===== src/rtl/rf_pkg.sv =====
// rf_pkg: shared constants and fetch-state encoding for the operand-fetch stage.
package rf_pkg;
  localparam int DEF_DATA_W = 64;
  localparam int DEF_ADDR_W = 5;
  localparam int XZR_IDX = 2**DEF_ADDR_W - 1;
  typedef enum logic [1:0] {OF_IDLE, OF_LIVE, OF_HOLD} of_state_e;
endpackage


===== src/rtl/rf_operand_fetch_if.sv =====
// rf_operand_fetch_if: decode-side request and execute-side operand handshakes.
interface rf_operand_fetch_if import rf_pkg::*; #(
  parameter int DATA_W = DEF_DATA_W,
  parameter int ADDR_W = DEF_ADDR_W,
  parameter int TAG_W = 32
);
  logic req_valid, req_ready;
  logic [ADDR_W-1:0] req_rs1, req_rs2;
  logic [TAG_W-1:0] req_tag;
  logic out_valid, out_ready;
  logic [DATA_W-1:0] out_op1, out_op2;
  logic [TAG_W-1:0] out_tag;
  modport master (
    output req_valid, req_rs1, req_rs2, req_tag, out_ready,
    input req_ready, out_valid, out_op1, out_op2, out_tag
  );
  modport slave (
    input req_valid, req_rs1, req_rs2, req_tag, out_ready,
    output req_ready, out_valid, out_op1, out_op2, out_tag
  );
endinterface


===== src/rtl/of_snoop_slot.sv =====
// of_snoop_slot: one operand's source index, bypass flag and bypass/hold data with writeback snoop.
// OF_WB_BYPASS_EN adds the accept-edge bypass; the hold snoop is always present.
module of_snoop_slot import rf_pkg::*; #(
  parameter int DATA_W = DEF_DATA_W,
  parameter int ADDR_W = DEF_ADDR_W
) (
  input  logic              clk,
  input  logic              rst,
  input  logic              load,
  input  logic              capture,
  input  logic              hold,
  input  logic [ADDR_W-1:0] rs_in,
  input  logic [DATA_W-1:0] rd,
  input  logic              wb_we,
  input  logic [ADDR_W-1:0] wb_addr,
  input  logic [DATA_W-1:0] wb_data,
  output logic [DATA_W-1:0] op
);
  localparam logic [ADDR_W-1:0] ZR = '1;
  logic [ADDR_W-1:0] rs;
  logic flag, hit_cur;
  logic [DATA_W-1:0] data;
  assign hit_cur = wb_we && wb_addr == rs && rs != ZR;
  assign op = hold ? data : rs == ZR ? '0 : flag ? data : rd;
  always_ff @(posedge clk or negedge rst)
    if (!rst) rs <= '0;
    else if (load) rs <= rs_in;
`ifdef OF_WB_BYPASS_EN
  logic hit_new;
  assign hit_new = wb_we && wb_addr == rs_in && rs_in != ZR;
  always_ff @(posedge clk or negedge rst)
    if (!rst) flag <= 1'b0;
    else if (load) flag <= hit_new;
  // data doubles as bypass value while live and as held operand while stalled
  always_ff @(posedge clk or negedge rst)
    if (!rst) data <= '0;
    else if (load) data <= wb_data;
    else if (capture || hold) data <= hit_cur ? wb_data : op;
`else
  assign flag = 1'b0;
  always_ff @(posedge clk or negedge rst)
    if (!rst) data <= '0;
    else if (capture || hold) data <= hit_cur ? wb_data : op;
`endif
endmodule


===== src/rtl/rf_operand_fetch.sv =====
// rf_operand_fetch: regfile read client presenting stall-safe operands to execute.
// OF_WB_BYPASS_EN: same-edge writeback bypass; undefined: one-cycle interlock on writeback conflicts.
module rf_operand_fetch import rf_pkg::*; #(
  parameter int DATA_W = DEF_DATA_W,
  parameter int ADDR_W = DEF_ADDR_W,
  parameter int TAG_W = 32
) (
  input  logic              clk,
  input  logic              rst,
  rf_operand_fetch_if.slave bus,
  output logic [ADDR_W-1:0] ReadRegister1,
  output logic [ADDR_W-1:0] ReadRegister2,
  input  logic [DATA_W-1:0] ReadData1,
  input  logic [DATA_W-1:0] ReadData2,
  input  logic              wb_we,
  input  logic [ADDR_W-1:0] wb_addr,
  input  logic [DATA_W-1:0] wb_data
);
  localparam logic [ADDR_W-1:0] ZR = '1;
  of_state_e state, state_nx;
  logic accept, wb_clash, capture, hold;
  logic [DATA_W-1:0] op1, op2;
  logic [TAG_W-1:0] tag;
`ifdef OF_WB_BYPASS_EN
  assign wb_clash = 1'b0;
`else
  assign wb_clash = wb_we && wb_addr != ZR && (wb_addr == bus.req_rs1 || wb_addr == bus.req_rs2);
`endif
  always_comb begin
    bus.req_ready = (state == OF_IDLE || bus.out_ready) && !wb_clash;
    accept = bus.req_valid && bus.req_ready;
    state_nx = (state == OF_IDLE || bus.out_ready) ? (accept ? OF_LIVE : OF_IDLE) : OF_HOLD;
  end
  always_ff @(posedge clk or negedge rst)
    if (!rst) state <= OF_IDLE;
    else state <= state_nx;
  always_ff @(posedge clk or negedge rst)
    if (!rst) tag <= '0;
    else if (accept) tag <= bus.req_tag;
  assign capture = state == OF_LIVE && !bus.out_ready;
  assign hold = state == OF_HOLD;
  assign ReadRegister1 = bus.req_rs1;
  assign ReadRegister2 = bus.req_rs2;
  assign bus.out_valid = state != OF_IDLE;
  assign bus.out_op1 = bus.out_valid ? op1 : '0;
  assign bus.out_op2 = bus.out_valid ? op2 : '0;
  assign bus.out_tag = tag;
  of_snoop_slot #(.DATA_W(DATA_W), .ADDR_W(ADDR_W)) slot1 (
    .clk(clk), .rst(rst), .load(accept), .capture(capture), .hold(hold), .rs_in(bus.req_rs1),
    .rd(ReadData1), .wb_we(wb_we), .wb_addr(wb_addr), .wb_data(wb_data), .op(op1)
  );
  of_snoop_slot #(.DATA_W(DATA_W), .ADDR_W(ADDR_W)) slot2 (
    .clk(clk), .rst(rst), .load(accept), .capture(capture), .hold(hold), .rs_in(bus.req_rs2),
    .rd(ReadData2), .wb_we(wb_we), .wb_addr(wb_addr), .wb_data(wb_data), .op(op2)
  );
endmodule


===== src/flat_wrapper.sv =====
// flat-port wrapper written by rule: the top's interface ports become plain ports
module rf_operand_fetch_flat import rf_pkg::*;
#(
  parameter int DATA_W = DEF_DATA_W,
  parameter int ADDR_W = DEF_ADDR_W,
  parameter int TAG_W = 32
)
  (clk, rst, ReadRegister1, ReadRegister2, ReadData1, ReadData2, wb_we, wb_addr, wb_data, bus_req_valid, bus_req_rs1, bus_req_rs2, bus_req_tag, bus_out_ready, bus_req_ready, bus_out_valid, bus_out_op1, bus_out_op2, bus_out_tag);
  rf_operand_fetch_if #(.DATA_W(DATA_W), .ADDR_W(ADDR_W), .TAG_W(TAG_W)) bus_i ();
  input  logic clk;
  input  logic rst;
  output logic [ADDR_W-1:0] ReadRegister1;
  output logic [ADDR_W-1:0] ReadRegister2;
  input  logic [DATA_W-1:0] ReadData1;
  input  logic [DATA_W-1:0] ReadData2;
  input  logic wb_we;
  input  logic [ADDR_W-1:0] wb_addr;
  input  logic [DATA_W-1:0] wb_data;
  input wire logic [$bits(bus_i.req_valid)-1:0] bus_req_valid;
  input wire logic [$bits(bus_i.req_rs1)-1:0] bus_req_rs1;
  input wire logic [$bits(bus_i.req_rs2)-1:0] bus_req_rs2;
  input wire logic [$bits(bus_i.req_tag)-1:0] bus_req_tag;
  input wire logic [$bits(bus_i.out_ready)-1:0] bus_out_ready;
  output wire logic [$bits(bus_i.req_ready)-1:0] bus_req_ready;
  output wire logic [$bits(bus_i.out_valid)-1:0] bus_out_valid;
  output wire logic [$bits(bus_i.out_op1)-1:0] bus_out_op1;
  output wire logic [$bits(bus_i.out_op2)-1:0] bus_out_op2;
  output wire logic [$bits(bus_i.out_tag)-1:0] bus_out_tag;
  assign bus_i.req_valid = bus_req_valid;
  assign bus_i.req_rs1 = bus_req_rs1;
  assign bus_i.req_rs2 = bus_req_rs2;
  assign bus_i.req_tag = bus_req_tag;
  assign bus_i.out_ready = bus_out_ready;
  assign bus_req_ready = bus_i.req_ready;
  assign bus_out_valid = bus_i.out_valid;
  assign bus_out_op1 = bus_i.out_op1;
  assign bus_out_op2 = bus_i.out_op2;
  assign bus_out_tag = bus_i.out_tag;
  rf_operand_fetch #(.DATA_W(DATA_W), .ADDR_W(ADDR_W), .TAG_W(TAG_W)) u_core (.clk(clk), .rst(rst), .bus(bus_i), .ReadRegister1(ReadRegister1), .ReadRegister2(ReadRegister2), .ReadData1(ReadData1), .ReadData2(ReadData2), .wb_we(wb_we), .wb_addr(wb_addr), .wb_data(wb_data));
endmodule

===== config.mk =====
export PLATFORM = sky130hd
export DESIGN_NAME = rf_operand_fetch_flat
export DESIGN_NICKNAME = d
export VERILOG_FILES = /design/src/rtl/rf_pkg.sv /design/src/rtl/rf_operand_fetch_if.sv /design/src/rtl/of_snoop_slot.sv /design/src/rtl/rf_operand_fetch.sv /design/src/flat_wrapper.sv
export SDC_FILE = /design/constraint.sdc
export NUM_CORES = 1
export LEC_CHECK = 0
export ABC_AREA = 1
export CORE_UTILIZATION = 25
export CTS_BUF_LIST = sky130_fd_sc_hd__clkbuf_8
export DETAILED_ROUTE_END_ITERATION = 7
export SLEW_MARGIN = 20
export SYNTH_ARGS = -nofsm -noshare
export SYNTH_HDL_FRONTEND = slang
export SYNTH_SLANG_ARGS = --single-unit

===== constraint.sdc =====
create_clock -name clk -period 3.85 [get_ports clk]
set_input_delay 0.77 -clock clk [delete_from_list [all_inputs] [get_ports clk]]
set_output_delay 0.77 -clock clk [all_outputs]
set_load 0.01 [all_outputs]

==> Word level (Yosys, flattened, before mapping) <==
Index checks and enable logic that the tools add are counted.
W data, S select, Z words.
{ "classes": {"muxes": 10, "order_cmp": 0, "div_mod_pow": 0, "shifts": 0, "addsub": 0, "mul": 0, "n_reduce_logical": 16, "eq_ne": 11, "bitwise": 0} }
{ "op_table": {"columns": ["cell", "count"], "rows": [
  ["$mux W64", 8],
  ["$eq A5 B5 Y1", 4],
  ["$ne A5 B5 Y1 const B", 3],
  ["$eq A5 B5 Y1 const B", 2],
  ["$logic_and A1 B1 Y1", 9],
  ["$logic_or A1 B1 Y1", 3],
  ["$eq A2 B1 Y1 const B", 1],
  ["$eq A2 B2 Y1 const B", 1],
  ["$logic_not A1 Y1", 2],
  ["$logic_not A2 Y1", 1],
  ["$mux W2", 1],
  ["$reduce_bool A2 Y1", 1],
  ["$mux W1", 1]
]} }
{ "word_totals": {"latch_bits": 0, "ram_bits": 0, "output_inout_bits": 172, "n_memories": 0, "ff_bits": 172, "rom_bits": 0} }

==> Depth between registers and ports, before layout <==
{ "logic_depth": {"word_depth": 8, "mapped_depth": 12, "mapped_depth_nobuf": 10} }

==> Modules after synthesis <==
Synthesis repeated with hierarchy kept, for this count alone.
{ "hier_totals": {"cells_unflattened": 2118, "hier_area_um2": 13022.5} }
{ "modules_own_cells": {"columns": ["module", "seq_area_each_um2", "cells_per_inst", "area_per_inst_um2", "instances"], "rows": [
  ["of_snoop_slot", 1726.7, 817, 5149.9, 2],
  ["rf_operand_fetch", 850.8, 484, 2722.6, 1]
]} }

==> Least setup slack after synthesis <==
OpenSTA, ideal clock, no wires.
{ "synth_timing": {"path_type": "input -> output", "startpoint": "input port wb_addr[2]", "endpoint": "output port bus_req_ready", "path_buffers": 2, "path_slack_ps": 1438, "required_time_ps": 3080, "arrival_time_ps": 1642, "stages": 11, "cell_sequence": "buf_2 > inv_1 > nand2_1 > nand2_1 > nor2_1 > nand3_1 > nand2_1 > nand2_2 > buf_2 > nand2_1 > inv_1"} }
{ "synth_via": {"elab_chain_len": 5} }
{ "synth_lines": {"columns": ["item", "line", "rtl"], "rows": [
  ["start, declared", "flat_wrapper.sv:17", "input logic [ADDR_W-1:0] wb_addr;"],
  ["$ne A5 B5 Y1 / $eq A5 B5 Y1 (equally long branches)", "rf_operand_fetch.sv:27", "assign wb_clash = wb_we && wb_addr != ZR && (wb_addr == bus.req_rs1 || wb_addr == bus.req_rs2);"],
  ["$logic_and A1 B1 Y1 / $logic_or A1 B1 Y1 (equally long branches)", "rf_operand_fetch.sv:27", null],
  ["$logic_and A1 B1 Y1 (*)", "rf_operand_fetch.sv:27", null],
  ["$logic_not A1 Y1 (*)", "rf_operand_fetch.sv:30", "bus.req_ready = (state == OF_IDLE || bus.out_ready) && !wb_clash;"],
  ["$logic_and A1 B1 Y1 (*)", "rf_operand_fetch.sv:30", null],
  ["end, declared", "flat_wrapper.sv:24", "output wire logic [$bits(bus_i.req_ready)-1:0] bus_req_ready;"]
]} }
Every way passes the cells marked *; elsewhere a longest branch is shown, timed or not.

==> Final worst setup path <==
{ "layout_timing": {"startpoint": "register u_core.state[1]", "endpoint": "output port bus_out_op2[63]"} }
{ "layout_via": {"elab_chain_len": 3} }
{ "layout_lines": {"columns": ["item", "line", "rtl"], "rows": [
  ["start, declared", "rf_operand_fetch.sv:20", "of_state_e state, state_nx;"],
  ["start signal, assigned", "rf_operand_fetch.sv:36", "else state <= state_nx;"],
  ["$eq A2 B2 Y1", "rf_operand_fetch.sv:41", "assign hold = state == OF_HOLD;"],
  ["$mux W64", "of_snoop_slot.sv:24", "assign op = hold ? data : rs == ZR ? '0 : flag ? data : rd;"],
  ["$mux W64 (*)", "rf_operand_fetch.sv:46", "assign bus.out_op2 = bus.out_valid ? op2 : '0;"],
  ["end, declared", "flat_wrapper.sv:27", "output wire logic [$bits(bus_i.out_op2)-1:0] bus_out_op2;"]
]} }
Marks and branches as above.

==> impl_metrics.ini <==
[job]
maxCapViolations = 0

[cells_and_area]
final_layout_size_suffix_gt1_frac = 0.0374
area_delta_synth_final_pct = 42.6
fill_cells = 4729
final_nets = 2317
diodes = 0

[clock_network]
cts_max_level = 4
cts_tree = yes
cts_buffer_depth = 2
clk_pin_slew_ns = 0.09
cts-root-buf = clkbuf_8
post-cts-setup-buffers = 0
clock_latency_ns = 0.47
cts_sinks = 172
numCtsBuffers = 17

[critical_path]
critPathLaunchType = register
r2r-start = u_core.state[0]
worstPathRequired_ns = 3.08
critPathBufInv = 4
r2r_slack_ns = 1.21
critPathCapture = bus_out_op2[63]
crit_arrival_ns = 2.84
setup.worst_path.start = u_core.state[1]
crit_path_max_fanout = 33
reg2reg_depth = 8
cp_common_cell = nor2_1
critical_path.top_delay_family = buffers and inverters
regToRegEndpoint = u_core.bus.out_tag[9]
cpPeakStageDelay_ns = 0.51
critPathCaptureType = output port
path_cells = inv_1, or2_4, buf_12, buf_4, nor2_1, a31oi_1, nor2_1, clkdlybuf4s50_1
crit_cells = 8
cp_slowest_cell = clkdlybuf4s50_1
worstSetupPathType = register to output port

[timing]
rsz0062_at_grt = false
fmax_mhz = 277
final.min_clock_period_ns = 3.61
tns_ns = 0
fin_crit_sh = 0.937
skew_ns = 0.00821
slew-limit-headroom = 0.399
tightest_slew_ns = 0.901
drv_slew = 0
setup_viol = 0
finalHoldViolations = 0

[route]
route.met3.wl_um = 4080
drc = 0
drt_wl_total_um = 44300
drtAntennaViolNets = 0
highest_layer = met5
dr.first_iter.drc_count = 1174
vias = 12800
met2_length_um = 20400
route.layer.met1.wl_um = 18900
vias_per_cell = 4.78
drtPass1Iterations = 8
wl_per_cell_um = 16.6

[power_and_ir_drop]
switching_share = 0.367
power.density_mw_per_mm2 = 396
power_frac_seq = 0.393
p_int_mw = 4.08
power.share.clock = 0.215
p_comb_frac = 0.393
p_sw_mw = 2.36
p_leak_nw = 7.93
finalPower_mw = 6.45
peakVddDrop_v = 0.000224

[global_routing]
grt_max_degree = 129
grt_pass1_wl_um = 69200
grt-ovfl-total = 0
track_usage = 0.187
antenna_found_initial = 1
grt_pass1_vias = 12600

[die]
core_area_mm2 = 0.0446
io_pins = 416
die_area_mm2 = 0.0465
fp-row-count = 77
initial_core_util = 0.256
die_w_um = 216
die-height_um = 216

[yosys]
syn_area_mm2 = 0.0114
synth_cell_types = 23
netlist_instances = 1761
synth_area_per_cell_um2 = 6.49
yosysSeqAreaShare = 0.377
yosys_warnings = 0
ys_seq_elements = 172
synth_fp_nets = 2005

[run_status]
status = finished, final reports clean

[placement]
hpwl_um = 30000
gp_congestion = 0.880
io_buffers = 415

[worst_hold_path]
hp-class = input pin to asynchronous set/reset pin
## registers in the layout, summed over array words and instances, names as in the netlist
signal,flops
u_core.bus.out_tag,32
u_core.slot1.data,64
u_core.slot1.rs,5
u_core.slot2.data,64
u_core.slot2.rs,5
u_core.state,2
## cells by family after synthesis
group / after synthesis / synth area share
simple gates: 1084 / 0.397
buf+inv: 364 / 0.147
flops: 172 / 0.377
compound gates: 133 / 0.0732
xor+xnor: 8 / 0.00614
## routing by layer
layer | vias to the layer above | GRT usage
met5 | - | 0
met4 | 2 | 0.0565
met3 | 59 | 0.0607
met2 | 558 | 0.305
met1 | 5997 | 0.234
li1 | 6195 | -
## Yosys cell counts
cell        n  area [µm²]
buf_2      80         400
a21oi_2     2        17.5
clkbuf_1   35         131
dfrtp_1   172        4300
xnor2_1     8        70.1
nand3b_1    1        7.51
inv_1     210         788
nand3_1   262        1310
nand2_2     3        18.8
nor2_2      2        12.5
o21a_1      1        7.51
nand3_2     1        10.0
a31oi_1   128         801
buf_4      18         135
buf_6      19         214
inv_2       1        3.75
or2_0       2        12.5
nor2_1    266         998
buf_1       1        3.75
nand4_1    43         269
or2_1       1        6.26
o21ai_0     2        10.0
nand2_1   503        1890
## cell usage in the layout, fill, tap and decap left out, types with 3 or more instances in the layout
master             n
a31oi_1          128
nand3_1          262
nand2_4            3
nor2_1           264
nand2_1          500
clkinv_4           3
clkbuf_8          21
clkdlybuf4s50_1  414
nand4_1           43
bufinv_16          3
buf_4             22
nor2_4             3
inv_1            211
clkinv_2           3
xnor2_1            8
dfrtp_1          172
buf_12             9
## timing repair
item,in CTS,in global routing
hold endpoints to repair,0,0
resized for setup,0,3
endpoints found under the setup margin,0,36
hold buffers,0,0
## power by group through the flow
| stage | Clock, mW | Combinational, mW | Sequential, mW |
|---|---|---|---|
| final | 1.39 | 2.53 | 2.53 |
| after global routing | 1.53 | 2.82 | 2.58 |
| after CTS | 1.46 | 2.55 | 2.52 |
| after detailed placement | 0 | 2.54 | 2.55 |
| after global placement | 0 | 2.51 | 2.53 |
| after floorplan | 0 | 1.42 | 2.51 |
## per-stage QoR
step	util	hold slack [ns]	instance area, µm²	cells	setup WS [ns]
finish	0.365	0.244	16300	2678	0.244
global route	0.365	0.231	16300	2678	0.0438
floorplan	-	0.449	11400	1761	1.44
global placement	0.355	0.453	15900	2646	0.578
detailed placement	0.355	0.462	15900	2646	0.562
CTS	0.365	0.226	16300	2678	0.124
## cell type report
cell class / instances / area (µm²) / area share
Timing Repair Buffer: 446 / 4500 / 0.276
Clock buffer: 20 / 275 / 0.0169
Clock inverter: 12 / 146 / 0.00899
Sequential cell: 172 / 4300 / 0.264
Tap cell: 592 / 741 / 0.0455
Inverter: 211 / 795 / 0.0488
Multi-Input combinational cell: 1225 / 5530 / 0.339
## worst min-delay path by stage
stage	end	from
after floorplan	u_core.slot1.data[0]	u_core.slot1.data[0]
after global placement	u_core.bus.out_tag[4]	u_core.bus.out_tag[4]
after detailed placement	u_core.bus.out_tag[21]	u_core.bus.out_tag[21]
after CTS	u_core.bus.out_tag[14]	rst
after global routing	u_core.bus.out_tag[14]	rst
final	u_core.bus.out_tag[14]	rst
Note: power is estimated with default switching activity, not from simulation.
